File: src/rtl/ksa32_sub_pipe.sv
// rtl/ksa32_sub_pipe.sv - pipelined Kogge-Stone adder/subtractor with valid/ready handshakes
module ksa32_sub_pipe #(
  parameter int WIDTH = 32,
  parameter int SPLIT = 3
) (
  input  logic             clk,
  input  logic             rst,
  input  logic             in_valid,
  output logic             in_ready,
  input  logic [WIDTH-1:0] a_i,
  input  logic [WIDTH-1:0] b_i,
  input  logic             sub_i,
  output logic             out_valid,
  input  logic             out_ready,
  output logic [WIDTH-1:0] s_o,
  output logic             c_o,
  output logic             borrow_o,
  output logic             ovf_o
);

  localparam int L = $clog2(WIDTH);

  // Group-propagate half of the prefix network over levels first_lvl..last_lvl.
  // Level k combines bit i with bit i-2^(k-1); lower bits pass through.
  function automatic logic [WIDTH-1:0] prefix_p(input logic [WIDTH-1:0] p_in,
                                                input int first_lvl, input int last_lvl);
    logic [WIDTH-1:0] p;
    logic [WIDTH-1:0] pn;
    int d;
    int j;
    p = p_in;
    for (int lvl = 1; lvl <= L; lvl++) begin
      if (lvl >= first_lvl && lvl <= last_lvl) begin
        d = 1 << (lvl - 1);
        for (int i = 0; i < WIDTH; i++) begin
          j = (i >= d) ? i - d : 0;
          pn[i] = (i >= d) ? (p[i] & p[j]) : p[i];
        end
        p = pn;
      end
    end
    return p;
  endfunction

  // Group-generate half: Go = Gi | (Pi & Gj), tracking the group P alongside.
  function automatic logic [WIDTH-1:0] prefix_g(input logic [WIDTH-1:0] p_in,
                                                input logic [WIDTH-1:0] g_in,
                                                input int first_lvl, input int last_lvl);
    logic [WIDTH-1:0] p;
    logic [WIDTH-1:0] g;
    logic [WIDTH-1:0] pn;
    logic [WIDTH-1:0] gn;
    int d;
    int j;
    p = p_in;
    g = g_in;
    for (int lvl = 1; lvl <= L; lvl++) begin
      if (lvl >= first_lvl && lvl <= last_lvl) begin
        d = 1 << (lvl - 1);
        for (int i = 0; i < WIDTH; i++) begin
          j = (i >= d) ? i - d : 0;
          gn[i] = (i >= d) ? (g[i] | (p[i] & g[j])) : g[i];
          pn[i] = (i >= d) ? (p[i] & p[j]) : p[i];
        end
        p = pn;
        g = gn;
      end
    end
    return g;
  endfunction

  logic             en;

  logic             v1_q, v1_d;
  logic [WIDTH-1:0] p1_q, p1_d;
  logic [WIDTH-1:0] g1_q, g1_d;
  logic [WIDTH-1:0] x1_q, x1_d;
  logic             cin1_q, cin1_d;

  logic             v2_q, v2_d;
  logic [WIDTH-1:0] gp2_q, gp2_d;
  logic [WIDTH-1:0] gg2_q, gg2_d;
  logic [WIDTH-1:0] x2_q, x2_d;
  logic             cin2_q, cin2_d;

  logic             v3_q, v3_d;
  logic [WIDTH-1:0] s3_q, s3_d;
  logic             c3_q, c3_d;
  logic             bw3_q, bw3_d;
  logic             ov3_q, ov3_d;

  logic [WIDTH-1:0] b_eff;
  logic [WIDTH-1:0] g_seed;
  logic [WIDTH-1:0] g_fin;
  logic [WIDTH:0]   carry;

  // Whole pipe advances together; it only freezes while a result is stuck at the output.
  always_comb begin
    en       = ~v3_q | out_ready;
    in_ready = en;
  end

  // Stage 1: bitwise P/G of A and the conditionally inverted B; sub seeds the carry-in.
  always_comb begin
    b_eff  = b_i ^ {WIDTH{sub_i}};
    v1_d   = v1_q;
    p1_d   = p1_q;
    g1_d   = g1_q;
    x1_d   = x1_q;
    cin1_d = cin1_q;
    if (en) begin
      v1_d   = in_valid;
      p1_d   = a_i ^ b_eff;
      g1_d   = a_i & b_eff;
      x1_d   = a_i ^ b_eff;
      cin1_d = sub_i;
    end
  end

  // Stage 2: fold cin into bit 0 as G[-1], then the low prefix levels.
  always_comb begin
    g_seed    = g1_q;
    g_seed[0] = g1_q[0] | (p1_q[0] & cin1_q);
    v2_d      = v2_q;
    gp2_d     = gp2_q;
    gg2_d     = gg2_q;
    x2_d      = x2_q;
    cin2_d    = cin2_q;
    if (en) begin
      v2_d   = v1_q;
      gp2_d  = prefix_p(p1_q, 1, SPLIT);
      gg2_d  = prefix_g(p1_q, g_seed, 1, SPLIT);
      x2_d   = x1_q;
      cin2_d = cin1_q;
    end
  end

  // Stage 3: remaining prefix levels, then sum and flags from the carry vector.
  always_comb begin
    g_fin = prefix_g(gp2_q, gg2_q, SPLIT + 1, L);
    carry = {g_fin, cin2_q};
    v3_d  = v3_q;
    s3_d  = s3_q;
    c3_d  = c3_q;
    bw3_d = bw3_q;
    ov3_d = ov3_q;
    if (en) begin
      v3_d  = v2_q;
      s3_d  = x2_q ^ carry[WIDTH-1:0];
      c3_d  = carry[WIDTH];
      bw3_d = cin2_q & ~carry[WIDTH];
      ov3_d = carry[WIDTH-1] ^ carry[WIDTH];
    end
  end

  // All pipeline state, cleared together on reset so in-flight beats vanish.
  always_ff @(posedge clk) begin
    if (rst) begin
      v1_q   <= 1'b0;
      p1_q   <= '0;
      g1_q   <= '0;
      x1_q   <= '0;
      cin1_q <= 1'b0;
      v2_q   <= 1'b0;
      gp2_q  <= '0;
      gg2_q  <= '0;
      x2_q   <= '0;
      cin2_q <= 1'b0;
      v3_q   <= 1'b0;
      s3_q   <= '0;
      c3_q   <= 1'b0;
      bw3_q  <= 1'b0;
      ov3_q  <= 1'b0;
    end else begin
      v1_q   <= v1_d;
      p1_q   <= p1_d;
      g1_q   <= g1_d;
      x1_q   <= x1_d;
      cin1_q <= cin1_d;
      v2_q   <= v2_d;
      gp2_q  <= gp2_d;
      gg2_q  <= gg2_d;
      x2_q   <= x2_d;
      cin2_q <= cin2_d;
      v3_q   <= v3_d;
      s3_q   <= s3_d;
      c3_q   <= c3_d;
      bw3_q  <= bw3_d;
      ov3_q  <= ov3_d;
    end
  end

  assign out_valid = v3_q;
  assign s_o       = s3_q;
  assign c_o       = c3_q;
  assign borrow_o  = bw3_q;
  assign ovf_o     = ov3_q;

endmodule

File: config.mk
export PLATFORM = sky130hd
export DESIGN_NAME = ksa32_sub_pipe
export DESIGN_NICKNAME = d
export VERILOG_FILES = /design/src/rtl/ksa32_sub_pipe.sv
export SDC_FILE = /design/constraint.sdc
export NUM_CORES = 1
export LEC_CHECK = 0
export CORE_AREA = 2 2 151 153
export DETAILED_ROUTE_END_ITERATION = 10
export DIE_AREA = 0 0 153 155
export MAX_ROUTING_LAYER = met4
export SETUP_SLACK_MARGIN = 0.05
export SLEW_MARGIN = 20
export SYNTH_ARGS = -nofsm -noshare
export SYNTH_HDL_FRONTEND = slang
export SYNTH_SLANG_ARGS = --single-unit
File: constraint.sdc
create_clock -name clk -period 1.8 [get_ports clk]
set_clock_uncertainty 0.05 [all_clocks]
set_input_delay 0.18 -clock clk [delete_from_list [all_inputs] [get_ports clk]]
set_output_delay 0.18 -clock clk [all_outputs]
set_load 0.02 [all_outputs]
After elaboration in Yosys (flattened, before gate mapping)
Cells that the tools add are included.
{"block": "classes", "n_addsub": 0, "mul": 0, "div_mod_pow": 0, "order_cmp": 0, "eq_ne": 0, "n_shift": 0, "n_mux": 4, "bitwise_logic": 374, "n_reduce_logical": 0}
{"operator": "bitwise AND 1 bit", "count": 236}
{"operator": "bitwise OR 1 bit", "count": 131}
{"operator": "2-to-1 mux 32 bit", "count": 4}
{"operator": "bitwise XOR 32 bit", "count": 3}
{"operator": "bitwise AND 32 bit", "count": 1}
{"operator": "NOT 1 bit", "count": 2}
{"operator": "bitwise XOR 1 bit", "count": 1}
{"block": "totals", "regBits": 200, "latchBits": 0, "mem_bits_rw": 0, "rom_bits": 0, "input_bits": 69, "output_inout_bits": 37, "wordCells": 392, "memories": 0}

Logic depth before layout (Yosys ltp)
{"block": "logic_depth", "ltp_word": 10, "ltp_mapped": 7, "mapped_depth_nobuf": 5}

Worst setup path after synthesis
No wires, ideal clock.
{"block": "synth_timing", "path_type": "register to register", "start": "reg v3_q (netlist: out_valid)", "end": "reg gg2_q[18]", "setup_time_ns": 0.131, "t_arrival_ns": 1.295, "required_ns": 1.619, "slack_ns": 0.324, "stages_incl_launch_ff": 7, "path_buffers": 1, "synth_period_minus_slack_ns": 1.476, "path_cell_list": "dfxtp_1 > nor2b_4 > buf_6 > inv_4 > and3_1 > a221oi_1 > o32ai_1"}
{"block": "synth_between", "elab_chain_len": 2}
{"item": "start, declared", "line": "86", "text": "logic v3_q, v3_d;"}
{"item": "start signal, assigned", "line": "185", "text": "v3_q <= v3_d;"}
{"item": "NOT 1 bit", "line": "99", "text": "en = ~v3_q | out_ready;"}
{"item": "bitwise OR 1 bit", "line": "99"}
{"item": "end signal, assigned", "line": "182", "text": "gg2_q <= gg2_d;"}
{"item": "end, declared", "line": "82", "text": "logic [WIDTH-1:0] gg2_q, gg2_d;"}
No other way between the ends.
A chain may end at the register's enable or synchronous reset.

Worst setup path after layout
{"block": "layout_timing", "start": "reg v3_q (netlist: out_valid)", "end": "out in_ready"}
{"block": "layout_between", "elab_chain_len": 2}
{"item": "NOT 1 bit", "line": "99"}
{"item": "bitwise OR 1 bit", "line": "99"}
{"item": "end, declared", "line": "9", "text": "output logic in_ready,"}
No other way between the ends.

==> metrics.csv <==
stage,metric,value,unit
route,drt initial violations,641,
job,Maximum Capacitance Violations,0,
sta,Final min period,1680,ps
layout,area delta synth->final,23.9,%
sta,Worst-Margin Slew,498,ps
worst_setup_path,CP startpoint kind,register,
logic_synthesis,Synth top area share,43.9,%
worst_setup_path,Critical Path Fanout Max,20,
worst_hold_path,worst hold path type,input port to register,
place,IO Port Bufs,105,
clock_network,CTS Buffer Depth,2,
floorplanning,core region area,22200,sq um
global_route,vias in the first global route,7093,
pwr,PD cells,928,nW/um^2
floorplanning,DIE AREA,23700,sq um
global_route,Tot GR Track Use,19.8,%
logic_synthesis,Syn Area/Cell,7.87,sq um
run_status,status,completed,
global_route,initial antenna violation count,0,
logic_synthesis,Syn Nets,1212,
floorplanning,die width,153,um
route,ANT nets after route,0,
pwr,Leakage Power,0.00401,uW
place,RePlAce Congestion,0.884,
global_route,largest net degree at the start of global routing,81,
sta,RSZ-0062 raised after global routing,false,
clock_network,clk_lat worst skew,430,ps
sta,WHS,71.7,ps
logic_synthesis,Yosys top cell by area,dfxtp_1,
route,DRT Pass-1 Iters,5,
floorplanning,Die H,155,um
clock_network,H-tree Lvls,4,
logic_synthesis,Yosys cell types,46,
logic_synthesis,"FF+latch count, synth",192,
clock_network,clk root buf,clkbuf_16,
place,placed cells,1463,
global_route,grt met3 use,2.84,%
global_route,first-pass GRT wire length,37000,um
floorplanning,Initial Utilization,39.4,%
route,routed wire length,23100,um
place,hpwl dp,16600,um
pwr,overall power,10100,uW
worst_setup_path,Critical Path AT,1450,ps
sta,"Setup violations, final",0,
sta,Max Clk Rate,594,MHz
logic_synthesis,Ys Warns,0,
logic_synthesis,Synth top cells by count,"296 x nand2_1, 192 x dfxtp_1, 191 x a21oi_1",
route,vias after detailed routing,7805,
sta,relative slew slack,66.4,%
global_route,GR Overflow Total,0,
logic_synthesis,Syn Inst Count,1111,
logic_synthesis,"Seq/Total Area, Yosys",43.9,%
clock_network,cts hold-fix bufs,0,
worst_setup_path,CP Class,register to primary output,
clock_network,number of CTS-inserted buffers,17,
global_route,global route hottest layer,met1,
sta,Hold Fails Final Rpt,0,
worst_setup_path,Crit path required time,1570,ps
floorplanning,I/O pin count,106,
clock_network,TritonCTS clock tree,yes,
sta,Setup WS post-layout,118,ps
route,# DRC,0,
layout,diode count,0,
logic_synthesis,Synth area leaders,"dfxtp_1 44%, nand2_1 13%, a21oi_1 11%",
global_route,met2 GRT Util,27.6,%
clock_network,Clock Pin Slew Worst Setup and Hold Paths,70,ps
logic_synthesis,Post-synth top flop,dfxtp_1,
logic_synthesis,Async SR Flop Fraction,0,%
global_route,met1 Use GR,29.7,%
layout,nets@finish,1299,
logic_synthesis,mapped cell area,8750,sq um
floorplanning,row count,55,
logic_synthesis,top-count cell post-synth,nand2_1,
sta,final max-slew violation count,0,
clock_network,Sink Count,192,
pwr,worst vdd ir,0.475,mV
logic_synthesis,Post-synth EDFFs,0,
route,Routed wire per std cell,15.4,um
worst_setup_path,Crit. End Element,primary output,
layout,final std cells w/o fill,1496,
sta,"Period Utilization, post-route",93.5,%
place,Setup Slack @ Placement,-63.8,ps
route,Vias/cell,5.22,
layout,fraction of layout cells with a size suffix above 1,6.36,%
==> worst paths after layout <==
path                  start   endpoint  slack [ps]  cells after the start
setup / recovery  out_valid   in_ready         120                      4
hold / removal          rst  out_valid          70                      2
setup reg to reg  out_valid  gg2_q[18]         170                      6
hold reg to reg     s_o[10]    s_o[10]         400                      2
==> final cells by class <==
type                            instances  area [sq um]
Clock buffer                           20           447
Clock inverter                         12           159
Fill cell                            2220         11400
Inverter                               12          47.5
Multi-Input combinational cell        832          4500
Sequential cell                       192          3840
Tap cell                              285           357
Timing Repair Buffer                  143          1480
==> cells by family (layout without fill, tap and decap cells) <==
group	count (synthesis)	in the layout	synth area share [%]
AO/OA/AOI/OAI	307	307	19.6
buffers and inverters	87	187	4.71
flip-flops	192	192	43.9
adder cells (fa/ha/maj)	32	32	4.58
multiplexers	13	13	1.49
AND/OR/NAND/NOR	430	430	20.7
XOR/XNOR	50	50	5.01
==> power breakdown <==
group          internal, uW  leakage, uW  switching (uW)  total [uW]
clock                  2230     0.000291            1670        3900
combinational           626      0.00215             696        1320
sequential             4530      0.00157             306        4830
==> flip-flops by register name, summed over array words and instances, names as in the netlist <==
| name | cells |
|---|---|
| borrow_o | 1 |
| c_o | 1 |
| cin1_q | 1 |
| cin2_q | 1 |
| g1_q | 32 |
| gg2_q | 32 |
| gp2_q | 24 |
| out_valid | 1 |
| ovf_o | 1 |
| s_o | 32 |
| v1_q | 1 |
| v2_q | 1 |
| x1_q | 32 |
| x2_q | 32 |
==> placed cells by master, fill, tap and decap left out, drive strengths merged, types with 14 or more instances in the layout <==
cell / netlist / final
xor2: 33 / 33
nand3: 14 / 14
nor2: 61 / 61
clkbuf: 25 / 21
clkdlybuf4s50: 0 / 102
xnor2: 17 / 17
dfxtp: 192 / 192
buf: 50 / 40
inv: 12 / 14
a21oi: 191 / 191
ha: 32 / 32
o21ai: 49 / 49
nor3: 27 / 27
a22oi: 14 / 14
nand2: 296 / 296
==> routing by layer <==
| metal | vias to the layer above | wire length, um | share of wire, % |
|---|---|---|---|
| met2 | 187 | 9820 | 42 |
| met5 | - | 0 | 0 |
| met3 | 18 | 1130 | 4.9 |
| met1 | 3598 | 11900 | 51 |
| li1 | 4002 | - | - |
| met4 | 0 | 278 | 1.2 |
==> through the flow <==
step           setup TNS, ps  util, %  cell area (sq um)
2_1_floorplan              0        -               8750
3_3_place_gp            -151     45.8              10200
3_5_place_dp            -632     45.8              10200
4_1_cts                    0     48.5              10800
5_1_grt                    0     48.7              10800
6_report                   0     48.7              10800
==> what timing repair did <==
item	4_1_cts	5_1_grt
gates resized for setup	0	4
setup endpoints to repair	1	17
cloned	0	1
setup buffers	1	0
==> critical path, cell delays in order (launching register included) <==
cell and delay, ps:
dfxtp_1 330, nor2b_4 210, inv_4 110, buf_16 180
buf_4 170
No activity file was read; power rests on OpenSTA's default activity.
